## src/rtl/whack_pkg.sv

```systemverilog
// Shared definitions for the whack-a-mole game: hole count, scheduler state
// encodings and the mole-placement LFSR.
package whack_pkg;

  // Hole count shared by the game FSM, match logic and the mole scheduler.
  localparam int NUM_HOLES = 5;

  // Galois feedback taps for the 16-bit hole-selection LFSR.
  localparam logic [15:0] LFSR_TAPS = 16'hB400;

  typedef enum logic [2:0] {
    IDLE  = 3'd0,
    GAP   = 3'd1,
    SPAWN = 3'd2,
    UP    = 3'd3,
    CLEAR = 3'd4
  } moleState_e;

  // One Galois LFSR step; a non-zero state never maps to zero.
  function automatic logic [15:0] lfsrStep(input logic [15:0] cur);
    logic [15:0] shifted;
    shifted = cur >> 1;
    if (cur[0]) begin
      return shifted ^ LFSR_TAPS;
    end else begin
      return shifted;
    end
  endfunction

endpackage

```

## src/rtl/mole_tick_gen.sv

```systemverilog
// Free-running prescaler that emits a one-cycle tick every DIV clocks.
// A clear restarts the count so the first tick lands DIV cycles later.
module mole_tick_gen #(
  parameter int DIV = 50000
) (
  input  logic clock,
  input  logic reset,
  input  logic clear,
  output logic tick
);

  localparam int            CW   = (DIV > 1) ? $clog2(DIV) : 1;
  localparam logic [CW-1:0] LAST = CW'(DIV - 1);

  logic [CW-1:0] count_r;

  // Prescaler counter: wraps at LAST, restarts on reset or clear.
  always_ff @(posedge clock) begin
    if (reset) begin
      count_r <= CW'(0);
    end else if (clear) begin
      count_r <= CW'(0);
    end else if (count_r == LAST) begin
      count_r <= CW'(0);
    end else begin
      count_r <= count_r + CW'(1);
    end
  end

  // Decoded from the counter register, so the tick is a clean single-cycle pulse.
  assign tick = (count_r == LAST);

endmodule

```

## src/rtl/mole_scheduler.sv

```systemverilog
// Mole scheduler: while the game is running, picks a pseudo-random hole,
// holds the mole up for a level-dependent time, clears it on expiry or on a
// correct hit, and raises the level as correct hits accumulate.
module mole_scheduler #(
  parameter int          NUM_HOLES      = whack_pkg::NUM_HOLES,
  parameter int          CLK_HZ         = 50000000,
  parameter int          TICK_HZ        = 1000,
  parameter int          BASE_UP_MS     = 1000,
  parameter int          MIN_UP_MS      = 300,
  parameter int          STEP_MS        = 100,
  parameter int          GAP_MS         = 250,
  parameter int          HITS_PER_LEVEL = 5,
  parameter logic [15:0] LFSR_SEED      = 16'hACE1
) (
  input  logic                 clock,
  input  logic                 reset,
  input  logic                 startPulse,
  input  logic                 enable,
  input  logic                 hitValid,
  input  logic [2:0]           hitIdx,
  output logic [NUM_HOLES-1:0] molesActive,
  output logic                 moleSpawned,
  output logic                 moleExpired,
  output logic                 hitAck,
  output logic [2:0]           level
);

  import whack_pkg::*;

  localparam logic [15:0]          GAP_LAST = 16'(GAP_MS - 1);
  localparam logic [7:0]           HIT_LAST = 8'(HITS_PER_LEVEL - 1);
  localparam logic [2:0]           IDX_LAST = 3'(NUM_HOLES - 1);
  localparam logic [NUM_HOLES-1:0] ONE_HOT0 = NUM_HOLES'(1);

  logic                 tick_s;
  moleState_e           state_r, stateNext_s;
  logic [15:0]          lfsr_r, lfsrNext_s;
  logic [15:0]          gapCnt_r, gapCntNext_s;
  logic [11:0]          upCnt_r, upCntNext_s;
  logic [7:0]           hitCnt_r, hitCntNext_s;
  logic [2:0]           level_r, levelNext_s;
  logic [2:0]           prevIdx_r, prevIdxNext_s;
  logic [NUM_HOLES-1:0] moles_r, molesNext_s;
  logic                 spawned_r, spawnedNext_s;
  logic                 expired_r, expiredNext_s;
  logic                 ack_r, ackNext_s;
  logic [15:0]          levelDrop_s;
  logic [11:0]          upTime_s;
  logic [2:0]           rawIdx_s, spawnIdx_s;

  mole_tick_gen #(
    .DIV(CLK_HZ / TICK_HZ)
  ) u_tick (
    .clock(clock),
    .reset(reset),
    .clear(startPulse),
    .tick (tick_s)
  );

  // Up-time for the current level, floored without ever underflowing.
  always_comb begin
    levelDrop_s = 16'(level_r) * 16'(STEP_MS);
    if ((levelDrop_s + 16'(MIN_UP_MS)) >= 16'(BASE_UP_MS)) begin
      upTime_s = 12'(MIN_UP_MS);
    end else begin
      upTime_s = 12'(16'(BASE_UP_MS) - levelDrop_s);
    end
  end

  // Hole choice for the next mole; bumps to the neighbour to avoid a repeat.
  always_comb begin
    rawIdx_s = 3'(lfsr_r % 16'(NUM_HOLES));
    if (rawIdx_s == prevIdx_r) begin
      if (rawIdx_s == IDX_LAST) begin
        spawnIdx_s = 3'd0;
      end else begin
        spawnIdx_s = rawIdx_s + 3'd1;
      end
    end else begin
      spawnIdx_s = rawIdx_s;
    end
  end

  // Next-state and next-output logic: startPulse, then !enable, then the FSM.
  always_comb begin
    stateNext_s   = state_r;
    lfsrNext_s    = lfsr_r;
    gapCntNext_s  = 16'd0;
    upCntNext_s   = upCnt_r;
    hitCntNext_s  = hitCnt_r;
    levelNext_s   = level_r;
    prevIdxNext_s = prevIdx_r;
    molesNext_s   = moles_r;
    spawnedNext_s = 1'b0;
    expiredNext_s = 1'b0;
    ackNext_s     = 1'b0;
    if (startPulse) begin
      stateNext_s   = GAP;
      lfsrNext_s    = LFSR_SEED;
      upCntNext_s   = 12'd0;
      hitCntNext_s  = 8'd0;
      levelNext_s   = 3'd0;
      prevIdxNext_s = 3'd0;
      molesNext_s   = {NUM_HOLES{1'b0}};
    end else if (!enable) begin
      stateNext_s = IDLE;
      molesNext_s = {NUM_HOLES{1'b0}};
    end else begin
      lfsrNext_s = lfsrStep(lfsr_r);
      case (state_r)
        IDLE: begin
          molesNext_s = {NUM_HOLES{1'b0}};
          stateNext_s = GAP;
        end
        GAP: begin
          if (tick_s) begin
            if (gapCnt_r == GAP_LAST) begin
              stateNext_s = SPAWN;
            end else begin
              gapCntNext_s = gapCnt_r + 16'd1;
            end
          end else begin
            gapCntNext_s = gapCnt_r;
          end
        end
        SPAWN: begin
          molesNext_s   = ONE_HOT0 << spawnIdx_s;
          prevIdxNext_s = spawnIdx_s;
          spawnedNext_s = 1'b1;
          upCntNext_s   = 12'd0;
          stateNext_s   = UP;
        end
        UP: begin
          if (hitValid && (hitIdx == prevIdx_r)) begin
            // A hit outranks an expiry landing in the same cycle.
            ackNext_s   = 1'b1;
            molesNext_s = {NUM_HOLES{1'b0}};
            stateNext_s = CLEAR;
            if (hitCnt_r == HIT_LAST) begin
              hitCntNext_s = 8'd0;
              if (level_r == 3'd7) begin
                levelNext_s = level_r;
              end else begin
                levelNext_s = level_r + 3'd1;
              end
            end else begin
              hitCntNext_s = hitCnt_r + 8'd1;
            end
          end else if (tick_s) begin
            if ((upCnt_r + 12'd1) >= upTime_s) begin
              expiredNext_s = 1'b1;
              molesNext_s   = {NUM_HOLES{1'b0}};
              stateNext_s   = CLEAR;
            end else begin
              upCntNext_s = upCnt_r + 12'd1;
            end
          end else begin
            upCntNext_s = upCnt_r;
          end
        end
        CLEAR: begin
          molesNext_s = {NUM_HOLES{1'b0}};
          stateNext_s = GAP;
        end
        default: begin
          molesNext_s = {NUM_HOLES{1'b0}};
          stateNext_s = IDLE;
        end
      endcase
    end
  end

  // State, counters, LFSR and registered outputs.
  always_ff @(posedge clock) begin
    if (reset) begin
      state_r   <= IDLE;
      lfsr_r    <= LFSR_SEED;
      gapCnt_r  <= 16'd0;
      upCnt_r   <= 12'd0;
      hitCnt_r  <= 8'd0;
      level_r   <= 3'd0;
      prevIdx_r <= 3'd0;
      moles_r   <= {NUM_HOLES{1'b0}};
      spawned_r <= 1'b0;
      expired_r <= 1'b0;
      ack_r     <= 1'b0;
    end else begin
      state_r   <= stateNext_s;
      lfsr_r    <= lfsrNext_s;
      gapCnt_r  <= gapCntNext_s;
      upCnt_r   <= upCntNext_s;
      hitCnt_r  <= hitCntNext_s;
      level_r   <= levelNext_s;
      prevIdx_r <= prevIdxNext_s;
      moles_r   <= molesNext_s;
      spawned_r <= spawnedNext_s;
      expired_r <= expiredNext_s;
      ack_r     <= ackNext_s;
    end
  end

  assign molesActive = moles_r;
  assign moleSpawned = spawned_r;
  assign moleExpired = expired_r;
  assign hitAck      = ack_r;
  assign level       = level_r;

endmodule
```

## config.mk

```make
export PLATFORM = sky130hd
export DESIGN_NAME = mole_scheduler
export DESIGN_NICKNAME = d
export VERILOG_FILES = /design/src/rtl/whack_pkg.sv /design/src/rtl/mole_tick_gen.sv /design/src/rtl/mole_scheduler.sv
export SDC_FILE = /design/constraint.sdc
export NUM_CORES = 1
export LEC_CHECK = 0
export CAP_MARGIN = 20
export CORE_UTILIZATION = 64
export CTS_CLUSTER_SIZE = 40
export DETAILED_ROUTE_END_ITERATION = 12
export PLACE_DENSITY = 0.79
export SYNTH_ARGS = -nofsm -noshare
export SYNTH_HDL_FRONTEND = slang
export SYNTH_HIERARCHICAL = 1
export SYNTH_SLANG_ARGS = --single-unit
```

## constraint.sdc

```tcl
create_clock -name clock -period 22.7 [get_ports clock]
set_input_delay 3.405 -clock clock [delete_from_list [all_inputs] [get_ports clock]]
set_output_delay 3.405 -clock clock [all_outputs]
set_load 0.02 [all_outputs]
```

==> results of run 1 <==
==> state kept, by name, summed over array words and instances, names as in the netlist <==
register        flops
molesActive         5
prevIdx_r           3
moleExpired         1
lfsr_r             16
upCnt_r            12
u_tick/count_r     16
hitCnt_r            8
state_r             3
gapCnt_r           16
hitAck              1
level               3
moleSpawned         1
==> placed cells by master, fill, tap and decap left out, drive strengths merged, types with 10 or more instances in the layout <==
cell	Yosys	final
a21o	10	10
nand2b	10	10
inv	26	28
nor2	107	107
nand4	22	22
ha	33	33
a21oi	54	54
nor3	19	19
mux2i	21	21
a211oi	19	19
xor2	25	25
xnor2	36	36
and3	13	13
nand2	73	73
or3	11	11
o21ai	32	32
clkdlybuf4s50	0	18
dfxtp	85	85
nand3	30	30
o211ai	14	14
==> final timing paths <==
check	from	to	slack [ns]	depth (start not counted)
setup reg to reg	lfsr_r[13]	molesActive[1]	13.59	29
hold reg to reg	molesActive[3]	molesActive[3]	0.48	2
setup / recovery	lfsr_r[13]	molesActive[1]	13.59	29
hold / removal	molesActive[3]	molesActive[3]	0.48	2
==> area by class of cell <==
cell class / instances / share of cell area
well taps: 133 / 0.0239
multi-input cells: 688 / 0.663
clock inverters: 7 / 0.00826
flip-flops and latches: 85 / 0.244
repair buffers: 20 / 0.0280
clock buffers: 9 / 0.0178
inverters: 28 / 0.0151
==> worst max-delay path: cells and delay by family (launching register included) <==
kind            cells  cell delay, ns
compound gates     14            4.05
simple gates       11            3.03
flops               1            0.70
fa+ha+maj           2            0.64
mux                 1            0.49
buf+inv             1            0.12
==> per-layer routing <==
layer  vias to the layer above  share of wire  global-route usage
met4                         0          0.024               0.107
met1                      2879           0.46               0.366
li1                       3061              -                   -
met5                         -              0                   0
met3                        35          0.042              0.0294
met2                       191           0.47               0.468
==> power by group <==
| part | internal (W) | leakage (nW) | total, W | switching [W] |
|---|---|---|---|---|
| sequential | 0.000150 | 0.687 | 0.000155 | 0.00000429 |
| combinational | 0.0000574 | 1.79 | 0.000143 | 0.0000856 |
| clock | 0.0000410 | 0.0877 | 0.0000987 | 0.0000576 |
| total | 0.000249 | 2.56 | 0.000396 | 0.000148 |
==> through the flow <==
| stage | cell area (um^2) | total power [W] | hold WS (ns) | setup slack (ns) | instances |
|---|---|---|---|---|---|
| after floorplan | 6700 | 0.000276 | 0.439 | 15.16 | 854 |
| after global placement | 6790 | 0.000292 | 0.449 | 14.24 | 954 |
| after detailed placement | 6790 | 0.000297 | 0.458 | 13.77 | 954 |
| after CTS | 6970 | 0.000395 | 0.479 | 13.74 | 970 |
| after global routing | 6970 | 0.000419 | 0.500 | 12.88 | 970 |
| final | 6970 | 0.000396 | 0.476 | 13.59 | 970 |
==> kinds of logic (layout without fill, tap and decap cells) <==
group,after synthesis,in the layout,synth area share
xor gates and xnor gates,62,62,0.0842
adders and majority gates,33,33,0.0616
AOI/OAI and AO/OA,205,205,0.219
other,1,2,0.000560
buffers and inverters,81,64,0.0566
muxes,26,26,0.0431
and+or+nand+nor,360,360,0.281
DFF,85,85,0.254
==> impl_results.md, run 1 <==
- Most numerous cell in the Yosys netlist: nor2_1
- Drt pass-1 iters: 5
- Post-CTS Resized: 0
- Detailed placement HPWL: 11.0 mm
- Post-synth top area cell: dfxtp_1
- Max IR drop VDD: 55.9 uV
- Post-synthesis cell count: 853
- Largest net degree at the start of global routing: 31
- H-tree levels: 3
- CP max stage cell: a21oi_1
- WP data required: between 20 and 25 ns
- Starting Density: 0.673
- DR DRC count: 0
- Critical Path Source Type: register
- Crit Path Max Fanout: 18
- Ys Warns: 6
- Die span in x: 104 um
- Num rows: 36
- Post-CTS Hold Fix Bufs: 0
- Worst Hold Class: register to register
- CP peak stage delay: 0.80 ns
- DRT antenna net count: 0
- Leakage: 2.56 nW
- Power per standard cell area: 56.8 nW/um^2
- Top-level I/O count: 19
- Initial antenna violation count: 0
- Fraction of layout cells with a size suffix above 1: 0.0573
- Period minus WS final: 9.11 ns
- TritonCTS Buffers: 9
- Avg Cell Area, Syn: 7.85 um^2
- Max Buffers Root-to-Sink: 2
- Tightest Pin Transition: between 0.9 and 1 ns
- Post-layout util: 0.700
- Vias in the first global route: 5,633
- CTS tree: done
- Critical path class: register to register
- Antenna Cells: 0
- Vias per cell: 6.36
- Max-cap violations: 0
- Async SR Flop Fraction: 0
- Status: finished, final reports clean
- Root Buffer: clkbuf_8
- DIE HEIGHT: 104 um
- Multi-input gate area: 4620 um^2
- Total grt overflow: 0
- Synth top cells by count: nor2_1, dfxtp_1, nand2_1
- Final setup vio count: 0
- Net count reported at finish: just under 900
- Post-synth EDFFs: 0
- Yosys top cell area share: 0.254
- Post-synth cell types: 88
- Pins Over Slew Limit: 0
- Syn-to-layout area delta: 4.07%
- Clock Latency Late Sink: ~0.36 ns
- Avg WL per Cell: 15.4 um
- Postcts setup bufs: 0
- Fin crit share: 0.401
- Synth top area cells: dfxtp_1, ha_1, nor2_1
- Die area: 10,900 um^2
- GRT Util Overall: 0.279
- RSZ-0062 raised after global routing: no
- Core footprint: 9950 um^2
- Vias: about 6,200
- Skew final: roughly 0.018 ns
- Relative slew slack: 0.352
- Filler Cells Inserted: 826
- Post-route setup TNS: 0 ns
- PortBufs: 18
- Final GP Congestion: 0.899
- Final Hold Viols: 0
- FF+latch area: 1700 um^2
- Clock transition at the registers of the reported paths: 0.09 ns
- Sequential-to-total area share from yosys stat: 0.254
- Total clock sinks: 85
- Post-Route WL: around 15 mm
- WP data arrival: 9.39 ns
- Crit path capture type: register
- 1st-iter DRT viols: 493
- Mapped cell area: 6700 um^2
- Global-route wire length before repair: around 26 mm
- Post-synth top flop: dfxtp_1
- Max Clk Rate: 110 MHz
- Synthesized flop and latch total: 85
Note: power is estimated with default switching activity, not from simulation.
==> run 2: changes to the inputs <==
Settings changed: CORE_UTILIZATION 64 to 63, PLACE_DENSITY 0.79 to 0.78.
Clock period 22.7 ns to 8.8 ns, I/O delays scaled along.
==> run 2 against run 1 <==
Net effect: wire length rose by 1.1%; non-clock buffer count rose by 2; clock skew rose by 0.0031 ns; core utilization fell by 1.5 points; largest cell class unchanged; sequential cell count did not move; via count fell by 0.41%; first-iteration DRC count rose by 18%.
==> impl_results.md, run 2 (synthesis gave the netlist of run 1 again) <==
- Worst hold slack: 0.469 ns (-0.00728 ns)
- CP peak stage delay: 0.57 ns (-0.23 ns)
- Largest registers: gapCnt_r: 16 flops, lfsr_r: 16 flops, u_tick/count_r: 16 flops
- Critical Path Source Type: register
- Detailed placement HPWL: 10.8 mm (-1.9%)
- Area after DPL: 6810 um^2 (+0.28%)
- H-tree levels: 3 (unchanged)
- Fraction of layout cells with a size suffix above 1: 0.0775 (+0.0201)
- 1st-iter DRT viols: 580 (+18%)
- Die area: 11,000 um^2 (+1.5%)
- DR DRC count: 0 (unchanged)
- Final GP Congestion: 0.890 (-0.96%)
- Clock Latency Late Sink: 0.36 ns (about the same)
- Cell mode on critical path: nand2_1
- Most frequent cells in the layout: nor2_1, dfxtp_1, nand2_1, a21oi_1, xnor2_1
- WP data arrival: 8.60 ns (-0.79 ns)
- Antenna Cells: 0 (unchanged)
- Num rows: 37 (+2.8%)
- R2R Path End: molesActive[1]
- Avg WL per Cell: 15.5 um (+0.61%)
- Period minus WS final: 8.32 ns (-0.796 ns)
- Post-route design area: 7080 um^2 (+1.5%)
- Die span in x: 105 um (+0.77%)
- Skew final: 0.0210 ns (+0.00311 ns)
- Status: finished, final reports clean
- Net count reported at finish: 875 (+0.23%)
- Power per standard cell area: 149 nW/um^2 (+160%)
- PortBufs: 18 (unchanged)
- Initial antenna violation count: 0 (unchanged)
- Met2 global-route usage: 0.461 (-0.00710)
- Syn-to-layout area delta: 5.66%
- DRT antenna net count: 0 (unchanged)
- Met1 Use GR: 0.373 (+0.00654)
- Max IR drop VDD: 103 uV (+84%)
- Final Hold Viols: 0 (unchanged)
- Largest net degree at the start of global routing: 31 (unchanged)
- Global-route wire length before repair: 25.7 mm (+0.29%)
- Vias per cell: 6.30 (-0.92%)
- Worst r2r path cells: 30 (+3.4%)
- GRT Util Overall: 0.277 (-0.00233)
- Worst hold start: molesActive[3]
- TritonCTS Buffers: 9 (unchanged)
- WP data required: 9.09 ns (-13.89 ns)
- Drt pass-1 iters: 5 (unchanged)
- CTS tree: done
- Top-level I/O count: 19 (unchanged)
- Reg2reg setup slack: 0.48 ns (-13.10 ns)
- FF+latch area: 1710 um^2 (+0.44%)
- Vias in the first global route: 5,622 (-0.20%)
- Met3 usage: 0.0331 (+0.00361)
- Multi-input gate area: 4680 um^2 (+1.4%)
- Worst Hold Class: register to register
- GR peak layer: met2
- Clock transition at the registers of the reported paths: 0.09 ns (about the same)
- Commonest non-fill, non-tap cell in the layout: nor2_1
- Leakage: 2.59 nW (+0.93%)
- Crit Path Max Fanout: 15 (-3)
- Critical path class: register to register
- Hold Path End: molesActive[3]
- Vias: 6,141 (-0.41%)
- Core footprint: 10,300 um^2 (+3.7%)
- Total grt overflow: 0 (unchanged)
- Final setup vio count: 0 (unchanged)
- Starting Density: 0.649 (-0.0241)
- Max Clk Rate: 120 MHz (+9.6%)
- Worst hold stages: 2 (unchanged)
- Total clock sinks: 85 (unchanged)
- Post-Route WL: 15.1 mm (+1.1%)
- Max Buffers Root-to-Sink: 2 (unchanged)
- Tightest Pin Transition: 0.825 ns (-0.147 ns)
- Filler Cells Inserted: 845 (+2.3%)
- Crit path capture type: register
- Root Buffer: clkbuf_8
- Relative slew slack: 0.448 (+0.0960)
- DIE HEIGHT: 105 um (+0.77%)
- Max-cap violations: 0 (unchanged)
- Fin crit share: 0.945 (+0.544)
- CP max stage cell: mux4_2
- Pins Over Slew Limit: 0 (unchanged)
- Launch point of the worst reg-to-reg path: lfsr_r[14]
==> run 2: metrics by stage <==
step	setup WS (ns)	util	setup TNS (ns)	cells	total power, W
after floorplan	1.26	-	0	854	0.000711
after detailed placement	0.110	0.660	0	959	0.000769
after global placement	0.597	0.660	0	959	0.000755
after global routing	-0.00615	0.686	-0.00615	975	0.00112
after CTS	0.0768	0.679	0	975	0.00104
final	0.484	0.686	0	975	0.00106
==> run 2: critical path, delay by kind of cell, from the launching register on <==
kind                     cells  cell delay, ns
adder cells (fa/ha/maj)      2            0.62
buffers and inverters        2            0.38
flip-flops                   1            0.51
multiplexers                 3            1.11
AND/OR/NAND/NOR             11            3.07
AO/OA/AOI/OAI               12            2.54
==> run 2: area by class of cell <==
cell class	count	share of cell area
multi-input cells	688	0.662
flip-flops and latches	85	0.241
repair buffers	22	0.0297
well taps	136	0.0240
clock buffers	9	0.0175
inverters	28	0.0148
clock inverters	7	0.0106
==> run 2: worst max-delay path by stage <==
stage / slack (ns) / to / startpoint
after floorplan: 1.26 / molesActive[1] / lfsr_r[11]
after global placement: 0.60 / molesActive[1] / lfsr_r[11]
after detailed placement: 0.11 / molesActive[1] / lfsr_r[11]
after CTS: 0.08 / molesActive[1] / lfsr_r[11]
after global routing: -0.006 / molesActive[1] / lfsr_r[14]
final: 0.48 / molesActive[1] / lfsr_r[14]
==> run 2: report_power, final <==
part	switching (W)	total, W	internal (W)
registers	0.0000113	0.000399	0.000388
logic	0.000224	0.000383	0.000159
clock network	0.000164	0.000276	0.000112
total	0.000399	0.00106	0.000659
==> run 2: what timing repair did <==
item / CTS / global route
setup buffers: 0 / 0
setup endpoints to repair: 0 / 8
hold buffers: 0 / 0
gates resized for setup: 0 / 18
==> run 2: metal layers <==
metal  up-vias  routed length (um)
met5         -                   0
met4         0                 221
met3        29                 712
met2       185                7080
met1      2863                7120
li1       3064                   -
==> run 3: changes to the inputs <==
Settings changed: SETUP_SLACK_MARGIN set to 0.15.
==> run 3 against run 2 <==
Net effect: cell count did not move; sequential power barely moved; die area did not move; global-route usage rose by 0.067 points; clock-buffer cell count did not move; final area rose by 0.34%; clock skew rose by 0.0012 ns; critical path depth did not move; via count barely moved; sequential share of layout area fell by 0.081 points; clock power barely moved; critical path type unchanged; critical endpoint unchanged; largest cell class unchanged; largest power group unchanged.
==> impl_results.md, run 3 (synthesis gave the netlist of run 1 again) <==
- Fin worst setup slack: 0.561 ns (+0.0772 ns)
- RSZ-0062 raised after global routing: no
- Initial antenna violation count: 0 (unchanged)
- Leakage: 2.59 nW (+0.13%)
- TritonCTS Buffers: 9 (unchanged)
- Clock Latency Late Sink: 0.37 ns (about the same)
- Global-route wire length before repair: 25.7 mm (+0.14%)
- Post-route setup TNS: 0 ns (unchanged)
- Status: finished, final reports clean
- Final Hold Viols: 0 (unchanged)
- Pins Over Slew Limit: 0 (unchanged)
- Avg WL per Cell: 15.6 um (+0.36%)
- Max Buffers Root-to-Sink: 2 (unchanged)
- DR DRC count: 0 (unchanged)
- R2R Path End: molesActive[1]
- Num rows: 37 (unchanged)
- CP max stage cell: mux4_2
- Most frequent cells in the layout: nor2_1, dfxtp_1, nand2_1, a21oi_1, xnor2_1
- Pre-CTS WS: 0.110 ns (unchanged)
- Crit Path Max Fanout: 15 (unchanged)
- 1st-iter DRT viols: 629 (+8.4%)
- Clock transition at the registers of the reported paths: 0.09 ns (about the same)
- Levels on crit path: 30 (unchanged)
- Max Clk Rate: 121 MHz (+0.94%)
- Crit path capture type: register
- Tightest Pin Transition: 0.825 ns (+0.000403 ns)
- Vias: 6,140 (-0.016%)
- Net count reported at finish: 875 (unchanged)
- Skew final: 0.0222 ns (+0.00116 ns)
- Crit path to: molesActive[1]
- Max IR drop VDD: 103 uV (about the same)
- CP Launch Point: lfsr_r[14]
- Top-level I/O count: 19 (unchanged)
- Fraction of layout cells with a size suffix above 1: 0.0810 (+0.00358)
- Final setup vio count: 0 (unchanged)
- Fin crit share: 0.936 (-0.00877)
- Reg2reg setup slack: 0.56 ns (+0.08 ns)
- Total grt overflow: 0 (unchanged)
- CP peak stage delay: 0.57 ns (about the same)
- Met3 usage: 0.0331 (unchanged)
- PortBufs: 18 (unchanged)
- Drt pass-1 iters: 5 (unchanged)
- Power per standard cell area: 149 nW/um^2 (about the same)
- Met2 global-route usage: 0.460 (-0.000473)
- Worst r2r path cells: 30 (unchanged)
- Worst hold start: molesActive[3]
- Relative slew slack: 0.448 (about the same)
- Syn-to-layout area delta: 6.01%
- Max-cap violations: 0 (unchanged)
- Filler Cells Inserted: 846 (+0.12%)
- Worst Hold Class: register to register
- WP data arrival: 8.52 ns (-0.08 ns)
- Placed cells: 959 (unchanged)
- Post-route design area: 7100 um^2 (+0.34%)
- CTS tree: done
- Total clock sinks: 85 (unchanged)
- Post-Route WL: 15.2 mm (+0.36%)
- H-tree levels: 3 (unchanged)
- DIE HEIGHT: 105 um (unchanged)
- Met1 Use GR: 0.375 (+0.00233)
- Commonest non-fill, non-tap cell in the layout: nor2_1
- FF+latch area: 1710 um^2 (unchanged)
- GRT Util Overall: 0.277 (+0.000667)
- Vias per cell: 6.30 (about the same)
- Critical path class: register to register
- Final GP Congestion: 0.890 (unchanged)
- Area after DPL: 6810 um^2 (unchanged)
- Multi-input gate area: 4710 um^2 (+0.51%)
- Crit path max-delay family: simple AND/OR/NAND/NOR gates
- DRT antenna net count: 0 (unchanged)
- Period minus WS final: 8.24 ns (-0.0772 ns)
- Cell mode on critical path: nand2_1
- PnR Total Power: 0.00106 W (+0.25%)
- Critical Path Source Type: register
- Finished Layout Cells: 975 (unchanged)
- WP data required: 9.09 ns (about the same)
- Largest net degree at the start of global routing: 31 (unchanged)
- Starting Density: 0.649 (unchanged)
- Root Buffer: clkbuf_8
- Antenna Cells: 0 (unchanged)
- Vias in the first global route: 5,623 (+0.018%)
- WP buf/inv: 2 (unchanged)
- Die area: 11,000 um^2 (unchanged)
- GR peak layer: met2
- Die span in x: 105 um (unchanged)
- Largest registers: gapCnt_r: 16 flops, lfsr_r: 16 flops, u_tick/count_r: 16 flops
- Launch point of the worst reg-to-reg path: lfsr_r[14]
- Core footprint: 10,300 um^2 (unchanged)
- Detailed placement HPWL: 10.8 mm (unchanged)
==> run 3: cell types whose count changed in the layout (fill, tap and decap cells not counted) <==
cell / change
ha_1: -1
a2111oi_2: -1
a21oi_2: +1
a211oi_2: +1
ha_2: +1
a211oi_1: -1
a2111oi_4: +1
a21oi_1: -1
==> run 3: worst register-to-register path: cells and delay by family, from the launching register on <==
family                     cells  cell delay [ns]
and+or+nand+nor               11             3.04
AOI/OAI and AO/OA             12             2.54
muxes                          3             1.10
adders and majority gates      2             0.57
DFF                            1             0.52
buffers and inverters          2             0.38
==> run 3: worst min-delay path by stage <==
stage / to / slack [ns] / cells past startpoint
2_1_floorplan: u_tick/count_r[0] / 0.44 / 1
3_3_place_gp: molesActive[3] / 0.45 / 2
3_5_place_dp: molesActive[4] / 0.46 / 2
4_1_cts: molesActive[4] / 0.47 / 2
5_1_grt: u_tick/count_r[0] / 0.51 / 1
6_report: molesActive[3] / 0.47 / 2
==> run 3: timing repair <==
action                     4_1_cts  5_1_grt
gates resized for setup          3       19
cloned                           0        0
setup buffers                    0        0
setup endpoints to repair        1        8
hold buffers                     0        0
==> run 3: final cells by class <==
| type | count | area share |
|---|---|---|
| clock buffer | 9 | 0.0174 |
| clock inverter | 7 | 0.0106 |
| inverter | 28 | 0.0148 |
| multi-input combinational | 688 | 0.663 |
| sequential | 85 | 0.241 |
| tap | 136 | 0.0240 |
| timing repair buffer | 22 | 0.0296 |
==> run 3: power by group <==
part / internal [W] / total, W / switching, W / leakage (nW)
registers: 0.000388 / 0.000399 / 0.0000113 / 0.686
logic: 0.000161 / 0.000385 / 0.000224 / 1.81
clock network: 0.000112 / 0.000276 / 0.000164 / 0.0981
total: 0.000661 / 0.00106 / 0.000400 / 2.59
==> run 3: stage by stage <==
step	util	hold WS, ns
after CTS	0.679	0.472
after detailed placement	0.660	0.457
after global routing	0.688	0.507
after floorplan	-	0.439
after global placement	0.660	0.449
final	0.688	0.469
==> run 3: layer usage <==
layer	vias to the layer above	routed length [um]
met2	163	7170
li1	3065	-
met1	2879	7140
met4	0	238
met3	33	640
met5	-	0
